===== config.mk =====
export PLATFORM = sky130hd
export DESIGN_NAME = sipo_framed_flat
export DESIGN_NICKNAME = d
export VERILOG_FILES = /design/src/rtl/sipo_pkg.sv /design/src/rtl/sipo_framed_if.sv /design/src/rtl/sipo_dir_stage.sv /design/src/rtl/sipo_framed.sv /design/src/flat_wrapper.sv
export SDC_FILE = /design/constraint.sdc
export NUM_CORES = 1
export LEC_CHECK = 0
export CORE_MARGIN = 1
export CORE_UTILIZATION = 58
export CTS_CLUSTER_SIZE = 40
export DETAILED_ROUTE_END_ITERATION = 8
export DONT_BUFFER_PORTS = 1
export PLACE_DENSITY = 0.86
export SYNTH_ARGS = -nofsm -noshare
export SYNTH_HDL_FRONTEND = slang
export SYNTH_SLANG_ARGS = --single-unit

===== constraint.sdc =====
create_clock -name i_clk -period 1.8 [get_ports i_clk]
set_input_delay 0.18 -clock i_clk [delete_from_list [all_inputs] [get_ports i_clk]]
set_output_delay 0.18 -clock i_clk [all_outputs]
set_load 0.02 [all_outputs]

===== src/rtl/sipo_pkg.sv =====
// Shared definitions for the framed serial-to-parallel deserializer.
//   clog2_min1  : counter width helper, never returns less than 1
//   bit_order_e : names the two serial bit orders
package sipo_pkg;

   typedef enum logic {
      LSB_FIRST_E = 1'b0,
      MSB_FIRST_E = 1'b1
   } bit_order_e;

   // Width of a counter covering 0..n-1, at least one bit wide.
   function automatic int unsigned clog2_min1(input int unsigned n);
      int unsigned w;
      w = $clog2(n);
      return (w < 1) ? 1 : w;
   endfunction

endpackage


===== src/rtl/sipo_framed_if.sv =====
// Serial-in / word-out bundle of the framed deserializer.
//   i_clear   : synchronous abort of the partial frame
//   i_data    : serial bit, sampled when i_shift=1
//   i_ready   : consumer accepts o_data when o_valid && i_ready
//   o_data    : completed word, stable while held
//   o_valid   : o_data holds an unconsumed word
//   o_count   : bits in the current partial frame
//   o_overrun : sticky, a completed word was dropped
// master = the deserializer, slave = the serial source / word consumer.
interface sipo_framed_if
   import sipo_pkg::*;
#(
   parameter int unsigned N = 8
);
   localparam int unsigned CW = clog2_min1(N);

   logic          i_clear;
   logic          i_data;
   logic          i_shift;
   logic          i_ready;
   logic [N-1:0]  o_data;
   logic          o_valid;
   logic [CW-1:0] o_count;
   logic          o_overrun;

   modport master (
      input  i_clear, i_data, i_shift, i_ready,
      output o_data, o_valid, o_count, o_overrun
   );

   modport slave (
      output i_clear, i_data, i_shift, i_ready,
      input  o_data, o_valid, o_count, o_overrun
   );

endinterface


===== src/rtl/sipo_dir_stage.sv =====
// N-bit shift register with selectable shift direction.
//   clk, rst_n : clock, async active-low reset (fills with R)
//   clear      : sync clear to {N{R}}, wins over shift
//   shift, din : shift din in this cycle
//   next_c     : stage contents after shifting din in (combinational),
//                used by the parent to capture a completed word
module sipo_dir_stage
   import sipo_pkg::*;
#(
   parameter int unsigned N     = 8,
   parameter bit_order_e  ORDER = LSB_FIRST_E,
   parameter bit          R     = 1'b0
)(
   input  logic         clk,
   input  logic         rst_n,
   input  logic         clear,
   input  logic         shift,
   input  logic         din,
   output logic [N-1:0] next_c
);

   logic [N-1:0] stage_q;

   // LSB-first enters at the top and walks down; MSB-first enters at bit 0.
   always_comb begin
      next_c = stage_q;
      if (ORDER == LSB_FIRST_E) begin
         next_c = {din, stage_q[N-1:1]};
      end else begin
         next_c = {stage_q[N-2:0], din};
      end
   end

   always_ff @(posedge clk or negedge rst_n) begin
      if (!rst_n) begin
         stage_q <= {N{R}};
      end else if (clear) begin
         stage_q <= {N{R}};
      end else if (shift) begin
         stage_q <= next_c;
      end
   end

endmodule


===== src/rtl/sipo_framed.sv =====
// Framed serial-to-parallel deserializer with a double-buffered output word.
//   i_clk, i_rst_n : clock, async active-low reset
//   bus (master)   : serial input, clear, valid/ready word output,
//                    partial-frame count and sticky overrun
// The shift stage never stalls; a word completing while the output buffer
// is held without ready is dropped and flagged in o_overrun.
module sipo_framed
   import sipo_pkg::*;
#(
   parameter int unsigned N         = 8,
   parameter int unsigned MSB_FIRST = 0,
   parameter bit          R         = 1'b0
)(
   input  logic          i_clk,
   input  logic          i_rst_n,
   sipo_framed_if.master bus
);

   localparam int unsigned CW    = clog2_min1(N);
   localparam bit_order_e  ORDER = (MSB_FIRST != 0) ? MSB_FIRST_E : LSB_FIRST_E;

   generate
      if (N < 2) begin : g_bad_n
         $error("sipo_framed: N must be at least 2");
      end
   endgenerate

   logic [N-1:0]  word_c;
   logic          complete_c;
   logic          drain_c;
   logic [CW-1:0] count_q;
   logic [N-1:0]  data_q;
   logic          valid_q;
   logic          overrun_q;

   sipo_dir_stage #(
      .N     (N),
      .ORDER (ORDER),
      .R     (R)
   ) u_stage (
      .clk    (i_clk),
      .rst_n  (i_rst_n),
      .clear  (bus.i_clear),
      .shift  (bus.i_shift),
      .din    (bus.i_data),
      .next_c (word_c)
   );

   // Clear discards the bit shifted in the same cycle, so no completion then.
   assign complete_c = bus.i_shift && !bus.i_clear && (count_q == CW'(N - 1));
   assign drain_c    = valid_q && bus.i_ready;

   // Partial-frame bit counter, wraps on completion.
   always_ff @(posedge i_clk or negedge i_rst_n) begin
      if (!i_rst_n) begin
         count_q <= '0;
      end else if (bus.i_clear) begin
         count_q <= '0;
      end else if (complete_c) begin
         count_q <= '0;
      end else if (bus.i_shift) begin
         count_q <= count_q + CW'(1);
      end
   end

   // Output buffer and handshake; untouched by clear.
   always_ff @(posedge i_clk or negedge i_rst_n) begin
      if (!i_rst_n) begin
         data_q  <= {N{R}};
         valid_q <= 1'b0;
      end else if (complete_c && (!valid_q || bus.i_ready)) begin
         data_q  <= word_c;
         valid_q <= 1'b1;
      end else if (drain_c) begin
         valid_q <= 1'b0;
      end
   end

   // Sticky overrun: a word completed while the buffer was held.
   always_ff @(posedge i_clk or negedge i_rst_n) begin
      if (!i_rst_n) begin
         overrun_q <= 1'b0;
      end else if (bus.i_clear) begin
         overrun_q <= 1'b0;
      end else if (complete_c && valid_q && !bus.i_ready) begin
         overrun_q <= 1'b1;
      end
   end

   assign bus.o_data    = data_q;
   assign bus.o_valid   = valid_q;
   assign bus.o_count   = count_q;
   assign bus.o_overrun = overrun_q;

`ifdef FORMAL
   a_data_stable : assert property (@(posedge i_clk) disable iff (!i_rst_n)
      (valid_q && !bus.i_ready) |=> $stable(data_q));
   a_count_range : assert property (@(posedge i_clk) disable iff (!i_rst_n)
      (32'(count_q) < N));
   a_overrun_rise : assert property (@(posedge i_clk) disable iff (!i_rst_n)
      $rose(overrun_q) |-> $past(complete_c && valid_q && !bus.i_ready));
`endif

endmodule


===== src/flat_wrapper.sv =====
// flat-port wrapper written by rule: the top's interface ports become plain ports
module sipo_framed_flat import sipo_pkg::*;
#(
   parameter int unsigned N         = 8,
   parameter int unsigned MSB_FIRST = 0,
   parameter bit          R         = 1'b0
)
  (i_clk, i_rst_n, bus_i_clear, bus_i_data, bus_i_shift, bus_i_ready, bus_o_data, bus_o_valid, bus_o_count, bus_o_overrun);
  sipo_framed_if #(.N(N)) bus_i ();
  input  logic i_clk;
  input  logic i_rst_n;
  input wire logic [$bits(bus_i.i_clear)-1:0] bus_i_clear;
  input wire logic [$bits(bus_i.i_data)-1:0] bus_i_data;
  input wire logic [$bits(bus_i.i_shift)-1:0] bus_i_shift;
  input wire logic [$bits(bus_i.i_ready)-1:0] bus_i_ready;
  output wire logic [$bits(bus_i.o_data)-1:0] bus_o_data;
  output wire logic [$bits(bus_i.o_valid)-1:0] bus_o_valid;
  output wire logic [$bits(bus_i.o_count)-1:0] bus_o_count;
  output wire logic [$bits(bus_i.o_overrun)-1:0] bus_o_overrun;
  assign bus_i.i_clear = bus_i_clear;
  assign bus_i.i_data = bus_i_data;
  assign bus_i.i_shift = bus_i_shift;
  assign bus_i.i_ready = bus_i_ready;
  assign bus_o_data = bus_i.o_data;
  assign bus_o_valid = bus_i.o_valid;
  assign bus_o_count = bus_i.o_count;
  assign bus_o_overrun = bus_i.o_overrun;
  sipo_framed #(.N(N), .MSB_FIRST(MSB_FIRST), .R(R)) u_core (.i_clk(i_clk), .i_rst_n(i_rst_n), .bus(bus_i));
endmodule

==> results.sh <==
export IMPL_run_status="finished clean"
export IMPL_relative_slew_slack_pct=42.5
export IMPL_tritoncts_num_sinks=20
export IMPL_core_area_um2=1300
export IMPL_ant_nets=0
export IMPL_synth_compound_area_share_pct=2.92
export IMPL_worst_path_max_delay_cell="sky130_fd_sc_hd__mux2_2"
export IMPL_timing_critical_path_cells="ha_1 > ha_1 > nand2_1 > nor3_4 > mux2_2"
export IMPL_initial_utilization_pct=62.6
export IMPL_drt_vias_per_instance=5.99
export IMPL_remaining_drcs=0
export IMPL_ys_seq_elements=20
export IMPL_startpoint_type="flip-flop"
export IMPL_synth_cell_type_count=16
export IMPL_final_util_pct=70.7
export IMPL_clkLatencyLatePin_ns=0.31
export IMPL_mappedNetlistArea_um2=815
export IMPL_timing_max_cap_violations=0
export IMPL_muxShareOfSynthArea_pct=20.9
export IMPL_synthSimpleGateAreaFrac_pct=10.1
export IMPL_postSynthCellCount=61
export IMPL_max_clock_path_buffers=2
export IMPL_insertedDiodeCount=0
export IMPL_crit_path_max_incr_delay_ns=0.39
export IMPL_layout_filler_cells=90
export IMPL_worst_endpoint_arrival_ns=1.87
export IMPL_achievable_frequency_ghz=0.594
export IMPL_buffer_ports_inserted=0
export IMPL_final_net_count=77
export IMPL_global_route_wire_length_before_repair_um=2070
export IMPL_xor_and_xnor_fraction_of_the_mapped_netlist_area_pct=0
export IMPL_multiInputGateArea_um2=302
export IMPL_main_combinational_cell_family_by_area_after_synthesis="multiplexers"
export IMPL_routedWlPerCell_um=16.3
export IMPL_pwr_density_cell_nw_per_um2=945
export IMPL_share_of_layout_cells_above_drive_strength_1_pct=23.5
export IMPL_worst_pin_slew_ns=0.860
export IMPL_sequential_area_um2=500
export IMPL_crit_top_cell="sky130_fd_sc_hd__ha_1"
export IMPL_rsz_0062_raised_after_global_routing="no"
export IMPL_post_route_period_util_pct=93.5
export IMPL_design_die_area_um2=1560
export IMPL_criticalPathCategory="reg -> reg"
export IMPL_hold_class="in -> reg"
export IMPL_antenna_violations_before_repair=0
export IMPL_fin_skew_ns=0.0163
export IMPL_timing_max_transition_violations_final=0
export IMPL_cts_buffers=3
export IMPL_place_detailed_instances=77
export IMPL_setup_violations_final=0
export IMPL_crit_fanout=8
export IMPL_io_pin_count=19
export IMPL_worstSetupEndpointType="flip-flop"
export IMPL_htreeDepth=1
export IMPL_hold_worst_slack_ns=0.0287
export IMPL_syn_mean_instance_area_um2=13.4
export IMPL_globalRoute_totalOverflow=0
export IMPL_synth_adder_area_share_pct=3.07
export IMPL_std_cell_rows=13
export IMPL_final_period_minus_worst_setup_slack_ns=1.68
export IMPL_fin_tns_setup_ns=0
export IMPL_grt_pass1_vias=511
export IMPL_grt_use_total_pct=21.0
export IMPL_die_height_um=39.5
export IMPL_gpl_final_weighted_congestion=0.645
export IMPL_yosysSeqAreaShare_pct=61.4
export IMPL_drtPass1Iterations=4
export IMPL_tritoncts="yes"
export IMPL_routed_wirelength_um=1350
export IMPL_hold_viol=0
export IMPL_worst_ep_required_time_ns=1.99
export IMPL_finish_cell_count_without_fillers=83
export IMPL_syn_to_final_growth_pct=12.9
export IMPL_p_leak_nw=0.473
export IMPL_fp_dieW_um=39.5
export IMPL_postSynthNetCount=69
export IMPL_place_hpwl_um=932
export IMPL_yosysWarningCount=0
export IMPL_num_vias=497
export IMPL_detailedRoute_firstIterationViolations=3
export IMPL_cts_root_buffer_cell="sky130_fd_sc_hd__clkbuf_4"
export IMPL_grt_max_degree=21
export IMPL_clk_transition_reported_paths_ns=0.10
export IMPL_power_ir_vdd_worst_mv=0.697
-- per-stage QoR --
| stage | total power [mW] | instance area [um^2] | setup WS, ns |
|---|---|---|---|
| detailed placement | 0.497 | 847 | 0.107 |
| floorplan | 0.495 | 815 | 0.113 |
| finish | 0.869 | 920 | 0.117 |
| CTS | 0.874 | 920 | 0.101 |
| global placement | 0.496 | 847 | 0.208 |
| global route | 0.895 | 920 | 0.00988 |
-- cell families (layout without fill, tap and decap cells) --
| kind of cell | Yosys count | count (layout) |
|---|---|---|
| flops | 20 | 20 |
| simple gates | 16 | 16 |
| buf+inv | 3 | 10 |
| compound gates | 4 | 4 |
| mux | 16 | 16 |
| fa+ha+maj | 2 | 2 |
-- cells in the final DEF, fill, tap and decap left out --
cell / instances
sky130_fd_sc_hd__dfrtp_1: 20
sky130_fd_sc_hd__nor2_1: 10
sky130_fd_sc_hd__mux2_2: 8
sky130_fd_sc_hd__mux2i_1: 8
sky130_fd_sc_hd__clkbuf_4: 3
sky130_fd_sc_hd__buf_4: 3
sky130_fd_sc_hd__nand2_1: 2
sky130_fd_sc_hd__a21oi_1: 2
sky130_fd_sc_hd__ha_1: 2
sky130_fd_sc_hd__dlygate4sd3_1: 2
sky130_fd_sc_hd__nor2b_1: 1
sky130_fd_sc_hd__nor3_4: 1
sky130_fd_sc_hd__inv_1: 1
sky130_fd_sc_hd__nor3b_1: 1
sky130_fd_sc_hd__a31oi_1: 1
sky130_fd_sc_hd__nand3b_1: 1
sky130_fd_sc_hd__o21bai_1: 1
sky130_fd_sc_hd__bufinv_16: 1
-- cell type report --
| cell class | instances | area share (%) |
|---|---|---|
| clock inverter | 1 | 3.27 |
| clock buffer | 3 | 2.45 |
| inverter | 1 | 0.408 |
| timing repair buffer | 5 | 4.63 |
| multi-input combinational | 38 | 32.8 |
| sequential | 20 | 54.4 |
| tap | 15 | 2.04 |
-- metal layers --
| layer | global-route usage [%] | up-vias | part of all wire (%) |
|---|---|---|---|
| met5 | 0 | - | 0 |
| met4 | 10.3 | 0 | 1.7 |
| met3 | 6.25 | 5 | 6.4 |
| met2 | 36.5 | 17 | 51 |
| met1 | 22.8 | 253 | 41 |
| li1 | - | 222 | - |
-- synth_stat cells, drive strengths merged --
| cell | count | area share [%] |
|---|---|---|
| nor3 | 1 | 2.0 |
| o21bai | 1 | 0.92 |
| a21oi | 2 | 1.2 |
| buf | 1 | 0.61 |
| mux2 | 8 | 11 |
| nor2b | 1 | 0.77 |
| nor2 | 10 | 4.6 |
| nand2 | 2 | 0.92 |
| nand3b | 1 | 0.92 |
| clkbuf | 1 | 0.46 |
| nor3b | 1 | 0.92 |
| a31oi | 1 | 0.77 |
| inv | 1 | 0.46 |
| mux2i | 8 | 9.8 |
| ha | 2 | 3.1 |
| dfrtp | 20 | 61 |
-- sequential cells by signal (all words and copies together) (netlist names) --
name,flops
u_core.bus.o_data,8
u_core.u_stage.stage_q,7
u_core.bus.o_valid,1
u_core.bus.o_count,3
u_core.bus.o_overrun,1
-- repair_timing --
action                                 4_1_cts  5_1_grt
setup buffers                                0        0
hold buffers                                 2        0
gates resized for setup                      0        0
endpoints found under the hold margin       32        0
-- power by group --
group	leakage [nW]	internal [mW]	switching, mW
clock network	0.0279	0.225	0.141
logic	0.168	0.0177	0.0256
registers	0.277	0.455	0.00453
total	0.473	0.698	0.171
-- path summary, 6_finish.rpt --
path,end,slack [ns],startpoint,cells past startpoint
worst max-delay path,u_core.bus.o_data[5]$_DFFE_PN0P_,0.12,u_core.bus.o_count[1]$_DFFE_PN0P_,5
worst min-delay path,u_core.bus.o_data[7]$_DFFE_PN0P_,0.03,bus_i_data,1
worst max register to register,u_core.bus.o_data[5]$_DFFE_PN0P_,0.12,u_core.bus.o_count[1]$_DFFE_PN0P_,5
worst min register to register,u_core.bus.o_data[0]$_DFFE_PN0P_,0.55,u_core.u_stage.stage_q[1]$_DFFE_PN0P_,1
max in group asynchronous,u_core.bus.o_count[0]$_DFFE_PN0P_,0.84,i_rst_n,1
min in group asynchronous,u_core.u_stage.stage_q[1]$_DFFE_PN0P_,0.41,i_rst_n,1
-- worst max-delay path, delay by kind of cell, from the launching register on --
kind | cells | cell delay, ns
simple gates | 2 | 0.47
mux | 1 | 0.39
flops | 1 | 0.37
fa+ha+maj | 2 | 0.35
(Power assumes the default switching activity.)
==> RTL change 1, RTL diff (config.mk and constraints unchanged) <==
`R` is set to 1'b0 in 3 places; all go to 1'b1.
--- a/src/rtl/sipo_dir_stage.sv
+++ b/src/rtl/sipo_dir_stage.sv
@@ -9,7 +9,7 @@
 #(
    parameter int unsigned N     = 8,
    parameter bit_order_e  ORDER = LSB_FIRST_E,
-   parameter bit          R     = 1'b0
+   parameter bit          R     = 1'b1
 )(
    input  logic         clk,
    input  logic         rst_n,
--- a/src/rtl/sipo_framed.sv
+++ b/src/rtl/sipo_framed.sv
@@ -9,7 +9,7 @@
 #(
    parameter int unsigned N         = 8,
    parameter int unsigned MSB_FIRST = 0,
-   parameter bit          R         = 1'b0
+   parameter bit          R         = 1'b1
 )(
    input  logic          i_clk,
    input  logic          i_rst_n,
--- a/src/flat_wrapper.sv
+++ b/src/flat_wrapper.sv
@@ -3,7 +3,7 @@
 #(
    parameter int unsigned N         = 8,
    parameter int unsigned MSB_FIRST = 0,
-   parameter bit          R         = 1'b0
+   parameter bit          R         = 1'b1
 )
   (i_clk, i_rst_n, bus_i_clear, bus_i_data, bus_i_shift, bus_i_ready, bus_o_data, bus_o_valid, bus_o_count, bus_o_overrun);
   sipo_framed_if #(.N(N)) bus_i ();
Check against the original RTL: not equivalent (a bounded check fails within 4 cycles, from zero or initial values and one cycle with i_rst_n low).
==> RTL change 1 against the original RTL <==
Synthesized area grew 3.8%. Worst setup slack gained 0.048 ns. Global-route usage grew 0.41 points. Sequential cell count is the same. Final area grew 3.8%. Routed wire length grew 3.2%. Total power shrank 8.1%. Count of clock-buffer cells in the layout grew 1. Critical endpoint is now u_core.bus.o_data[7]$_DFFE_PN1P_.
==> RTL change 1: results (changes against the original RTL) <==
DRT Pass-1 Iters -> 4 (unchanged)
grt met2 use -> 33.5% (-3.0 points)
clock root buffer -> clkbuf_4
FILL cells -> 84 (-6.7%)
nets@finish -> 79 (+2.6%)
CTS Buf Count -> 3 (unchanged)
Min Hold Slack -> 0.0125 ns (-0.0162 ns)
Commonest cells post-synth -> dfstp_2, mux2_2, a211o_1, dfrtp_1, and2_1
EDFF count, synth -> 0 (unchanged)
global-route wire length before repair -> 2190 microns (+5.7%)
number of synthesis warnings -> 0 (unchanged)
max_slew headroom -> 44.0% (+1.5 points)
Detail Placement HPWL -> 850 microns (-8.7%)
GR Util met3 -> 5.56% (-0.69 points)
Synth cell types -> 21 (+5)
peak supply drop -> 0.726 mV (+4.2%)
vias per cell -> 6.12 (+2.2%)
GRT overflow -> 0 (unchanged)
met1 GRT Util -> 26.6% (+3.8 points)
crit-path max FO -> 8 (unchanged)
R2R Setup Slk -> 0.16 ns (+0.05 ns)
share of cells above drive strength 1 -> 45.7% (+22 points)
worst hold path class -> in -> reg
post-synthesis sequential area ratio -> 61.4% (about the same)
ys async rst share -> 100% (unchanged)
Post-Syn Nets -> 69 (unchanged)
GPL Wtd Cong -> 0.652 (+1.1%)
GRT Overall Usage -> 21.4% (+0.41 points)
port bufs -> 0 (unchanged)
max reg flops -> 8 (unchanged)
largest net degree at the start of global routing -> 21 (unchanged)
Detailed Route Iter0 Violations -> 7 (+4)
CTS max path bufs -> 2 (unchanged)
Leakage -> 0.000415 uW (-12%)
post-CTS setup repair buffer count -> 0 (unchanged)
clock latency on the worst-skew pair -> 0.29 ns (-0.02 ns)
Area contributors post-synth -> dfstp_2, dfrtp_1, mux2_2, a211o_1, and2_1
H-tree levels -> 1 (unchanged)
n_diodes -> 0 (unchanged)
worst clock skew -> 0.00216 ns (-0.0142 ns)
CTS clock-pin slew for the worst setup and hold paths -> 0.11 ns
CTS Hold Buffers Added -> 3 (+1)
status -> finished, final reports clean
post_cts resized -> 0 (unchanged)
WL final -> 1400 microns (+3.2%)
initial antenna violation count -> 0 (unchanged)
vias in the first global route -> 503 (-1.6%)
## RTL change 1: worst paths after layout
path | startpoint | end | cells after the start
max | u_core.bus.o_count[0]$_DFFE_PN0P_ | u_core.bus.o_data[7]$_DFFE_PN1P_ | 5
min | bus_i_shift | u_core.u_stage.stage_q[7]$_DFFE_PN1P_ | 1
max reg2reg | u_core.bus.o_count[0]$_DFFE_PN0P_ | u_core.bus.o_data[7]$_DFFE_PN1P_ | 5
min reg2reg | u_core.u_stage.stage_q[3]$_DFFE_PN1P_ | u_core.bus.o_data[2]$_DFFE_PN1P_ | 1
max in group asynchronous | i_rst_n | u_core.bus.o_count[1]$_DFFE_PN0P_ | 1
min in group asynchronous | i_rst_n | u_core.bus.o_count[2]$_DFFE_PN0P_ | 1
## RTL change 1: layout make-up
cell class,instances,area [sq um],share of cell area [%]
flip-flops and latches,20,519,54.4
inverters,1,3.75,0.393
multi-input cells,38,314,32.9
repair buffers,7,62.6,6.55
well taps,15,18.8,1.97
clock buffers,4,36.3,3.80
## RTL change 1: worst max-delay path, cell delays in order (launching register included)
cell	delay, ns
dfrtp_1	0.37
ha_1	0.15
ha_1	0.21
nand2_2	0.10
nor3_4	0.35
mux2_2	0.39
## RTL change 1: cell families after synthesis
family	share of synthesized area, %
multiplexers	11.8
AND/OR/NAND/NOR	12.3
buffers and inverters	1.48
flip-flops	61.4
AO/OA/AOI/OAI	10.1
adder cells (fa/ha/maj)	2.96
## RTL change 1: power breakdown
group	leakage, uW	internal [uW]	switching, uW	total [uW]
Sequential	0.000225	473	10.8	484
Clock	0.0000210	123	130	253
Combinational	0.000169	28.9	33.0	61.9
Total	0.000415	625	174	799
## RTL change 1: metrics by stage
stage	std cells	utilization [%]	instance area (sq um)	setup WS, ns
after floorplan	61	-	846	0.166
after global placement	77	65.9	878	0.246
after detailed placement	77	65.9	878	0.169
after CTS	84	70.8	945	0.165
after global routing	85	71.6	955	0.0376
final	85	71.6	955	0.165
## RTL change 1: metal layers
layer,up-vias,wire length (microns),part of all wire [%]
met5,-,0,0
met4,0,11,0.79
met3,2,113,8.1
met2,24,635,45
met1,259,635,45
li1,235,-,-
==> RTL change 2, RTL diff (same flow settings) <==
Without the edit above. Reset style: synchronous (`i_rst_n` and `rst_n`), changed in 4 clocked blocks. Comments in the files are not updated.
--- a/src/rtl/sipo_dir_stage.sv
+++ b/src/rtl/sipo_dir_stage.sv
@@ -31,7 +31,7 @@
       end
    end
 
-   always_ff @(posedge clk or negedge rst_n) begin
+   always_ff @(posedge clk) begin
       if (!rst_n) begin
          stage_q <= {N{R}};
       end else if (clear) begin
--- a/src/rtl/sipo_framed.sv
+++ b/src/rtl/sipo_framed.sv
@@ -51,7 +51,7 @@
    assign drain_c    = valid_q && bus.i_ready;
 
    // Partial-frame bit counter, wraps on completion.
-   always_ff @(posedge i_clk or negedge i_rst_n) begin
+   always_ff @(posedge i_clk) begin
       if (!i_rst_n) begin
          count_q <= '0;
       end else if (bus.i_clear) begin
@@ -64,7 +64,7 @@
    end
 
    // Output buffer and handshake; untouched by clear.
-   always_ff @(posedge i_clk or negedge i_rst_n) begin
+   always_ff @(posedge i_clk) begin
       if (!i_rst_n) begin
          data_q  <= {N{R}};
          valid_q <= 1'b0;
@@ -77,7 +77,7 @@
    end
 
    // Sticky overrun: a word completed while the buffer was held.
-   always_ff @(posedge i_clk or negedge i_rst_n) begin
+   always_ff @(posedge i_clk) begin
       if (!i_rst_n) begin
          overrun_q <= 1'b0;
       end else if (bus.i_clear) begin
Formal check against the unedited RTL: differs if i_rst_n is asserted again (counterexample within 4 cycles, from zero or initial values and one cycle with i_rst_n low); with i_rst_n held inactive, the same outputs for 10 cycles.
==> RTL change 2 against the original RTL <==
Routed wire length down 4.4%. Global-route usage shrank 2.6 points. Worst setup slack improved by 0.20 ns. Synthesized cell count grew 33%. Non-clock buffer count shrank 2. Sequential cell count unchanged. Fmax is 13% higher. Final area down 5.2%. Synthesized area grew 1.4%. Total power down 15%. Via count up 6.2%. Sequential share of layout area is 8.5 points lower. Critical path type unchanged.
==> RTL change 2: results (changes against the original RTL) <==
status -> finished, final reports clean
WL final -> 1290 microns (-4.4%)
Area contributors post-synth -> dfxtp_1, mux2i_1, nand2_1, nor2_1, ha_1
Post-Syn Nets -> 89 (+29%)
CP arrival -> 1.73 ns (-0.14 ns)
share of cells above drive strength 1 -> 10.8% (-13 points)
initial antenna violation count -> 0 (unchanged)
area of placed instances -> 826 sq um (-2.5%)
DRT Pass-1 Iters -> 4 (unchanged)
CTS clock-pin slew for the worst setup and hold paths -> 0.11 ns
Clock Power -> 265 uW (-28%)
GRT Overall Usage -> 18.4% (-2.6 points)
Synth cell types -> 16 (unchanged)
R2R Setup Slk -> 0.31 ns (+0.20 ns)
Commonest cells post-synth -> dfxtp_1, mux2i_1, nand2_1, nor2_1
peak supply drop -> 0.441 mV (-37%)
Vias -> 528 (+6.2%)
port bufs -> 0 (unchanged)
nets@finish -> 92 (+19%)
worst clock skew -> 0.00342 ns (-0.0129 ns)
vias in the first global route -> 474 (-7.2%)
clock latency on the worst-skew pair -> 0.30 ns
Worst Hold Path EP -> u_core.bus.o_data[1]$_SDFFE_PN0P_
H-tree levels -> 1 (unchanged)
CTS Buf Count -> 3 (unchanged)
hold depth -> 2 (+1)
FF-to-FF Start -> u_core.bus.o_count[2]$_SDFFE_PP0P_
FILL cells -> 102 (+13%)
largest net degree at the start of global routing -> 19 (-9.5%)
Detail Placement HPWL -> 893 microns (-4.1%)
crit-path max FO -> 8 (unchanged)
critical path class -> reg -> reg
ys async rst share -> 0% (-100 points)
global-route wire length before repair -> 1880 microns (-9.4%)
clock root buffer -> clkbuf_4
Top FF cell, synth -> dfxtp_1
max reg flops -> 8 (unchanged)
worst hold path class -> in -> reg
post-synthesis sequential area ratio -> 48.5% (-13 points)
HP Start -> i_rst_n
n_diodes -> 0 (unchanged)
Setup Total Neg Slack -> 0 ns (unchanged)
Switch Pwr -> 153 uW (-11%)
number of synthesis warnings -> 0 (unchanged)
reg2reg path depth -> 4 (-1)
post_cts resized -> 0 (unchanged)
crit path to -> u_core.bus.o_data[3]$_SDFFE_PN0P_
Detailed Route Iter0 Violations -> 6 (+3)
Gate power share -> 3.2% (-1.8 points)
post-CTS setup repair buffer count -> 0 (unchanged)
Least-Margin Pin Slew -> 0.380 ns (-0.480 ns)
CTS max path bufs -> 2 (unchanged)
GPL Wtd Cong -> 0.692 (+7.3%)
Leakage -> 0.000362 uW (-23%)
[RTL change 2: changes by cell type in the layout (fill, tap and decap cells not counted), moves of 3 or more]
cell	before	now
dfrtp_1	20	0
dfxtp_1	0	20
nand2_1	2	16
mux2_2	8	0
mux2i_1	8	16
nand2b_1	0	3
[RTL change 2: logic make-up (layout without fill, tap and decap cells)]
group	after synthesis	in the layout	synth area share (%)
and+or+nand+nor	34	34	21.7
adders and majority gates	2	2	3.03
AOI/OAI and AO/OA	4	4	3.33
muxes	16	16	19.4
DFF	20	20	48.5
buffers and inverters	5	7	4.09
[RTL change 2: area by class of cell]
| type | count | area, sq um | share of cell area, % |
|---|---|---|---|
| repair buffers | 3 | 25.0 | 2.87 |
| clock buffers | 4 | 36.3 | 4.16 |
| multi-input cells | 56 | 392 | 44.9 |
| well taps | 15 | 18.8 | 2.15 |
| flip-flops and latches | 20 | 400 | 45.9 |
[RTL change 2: worst max-delay path, stage by stage (launching register included)]
cell and delay [ns]:
dfxtp_1 0.48, ha_1 0.29, nand3b_4 0.12, nor2b_4 0.30, mux2i_1 0.22
[RTL change 2: per-layer routing]
metal,part of all wire (%),vias up,global-route usage [%]
li1,-,269,-
met1,45,245,21.3
met2,49,12,29.9
met3,4.9,2,6.82
met4,1.4,0,7.76
met5,0,-,0
[RTL change 2: per-stage QoR]
step / utilization [%] / power (uW) / setup WS, ns / hold slack (ns) / cells
after global placement: 62.7 / 478 / 0.369 / 0.327 / 93
after detailed placement: 62.7 / 478 / 0.337 / 0.335 / 93
after global routing: 66.2 / 758 / 0.201 / 0.000750 / 98
after CTS: 65.4 / 736 / 0.305 / 0.00410 / 97
final: 66.2 / 735 / 0.314 / 0.0118 / 98
after floorplan: - / 485 / 0.360 / 0.322 / 81
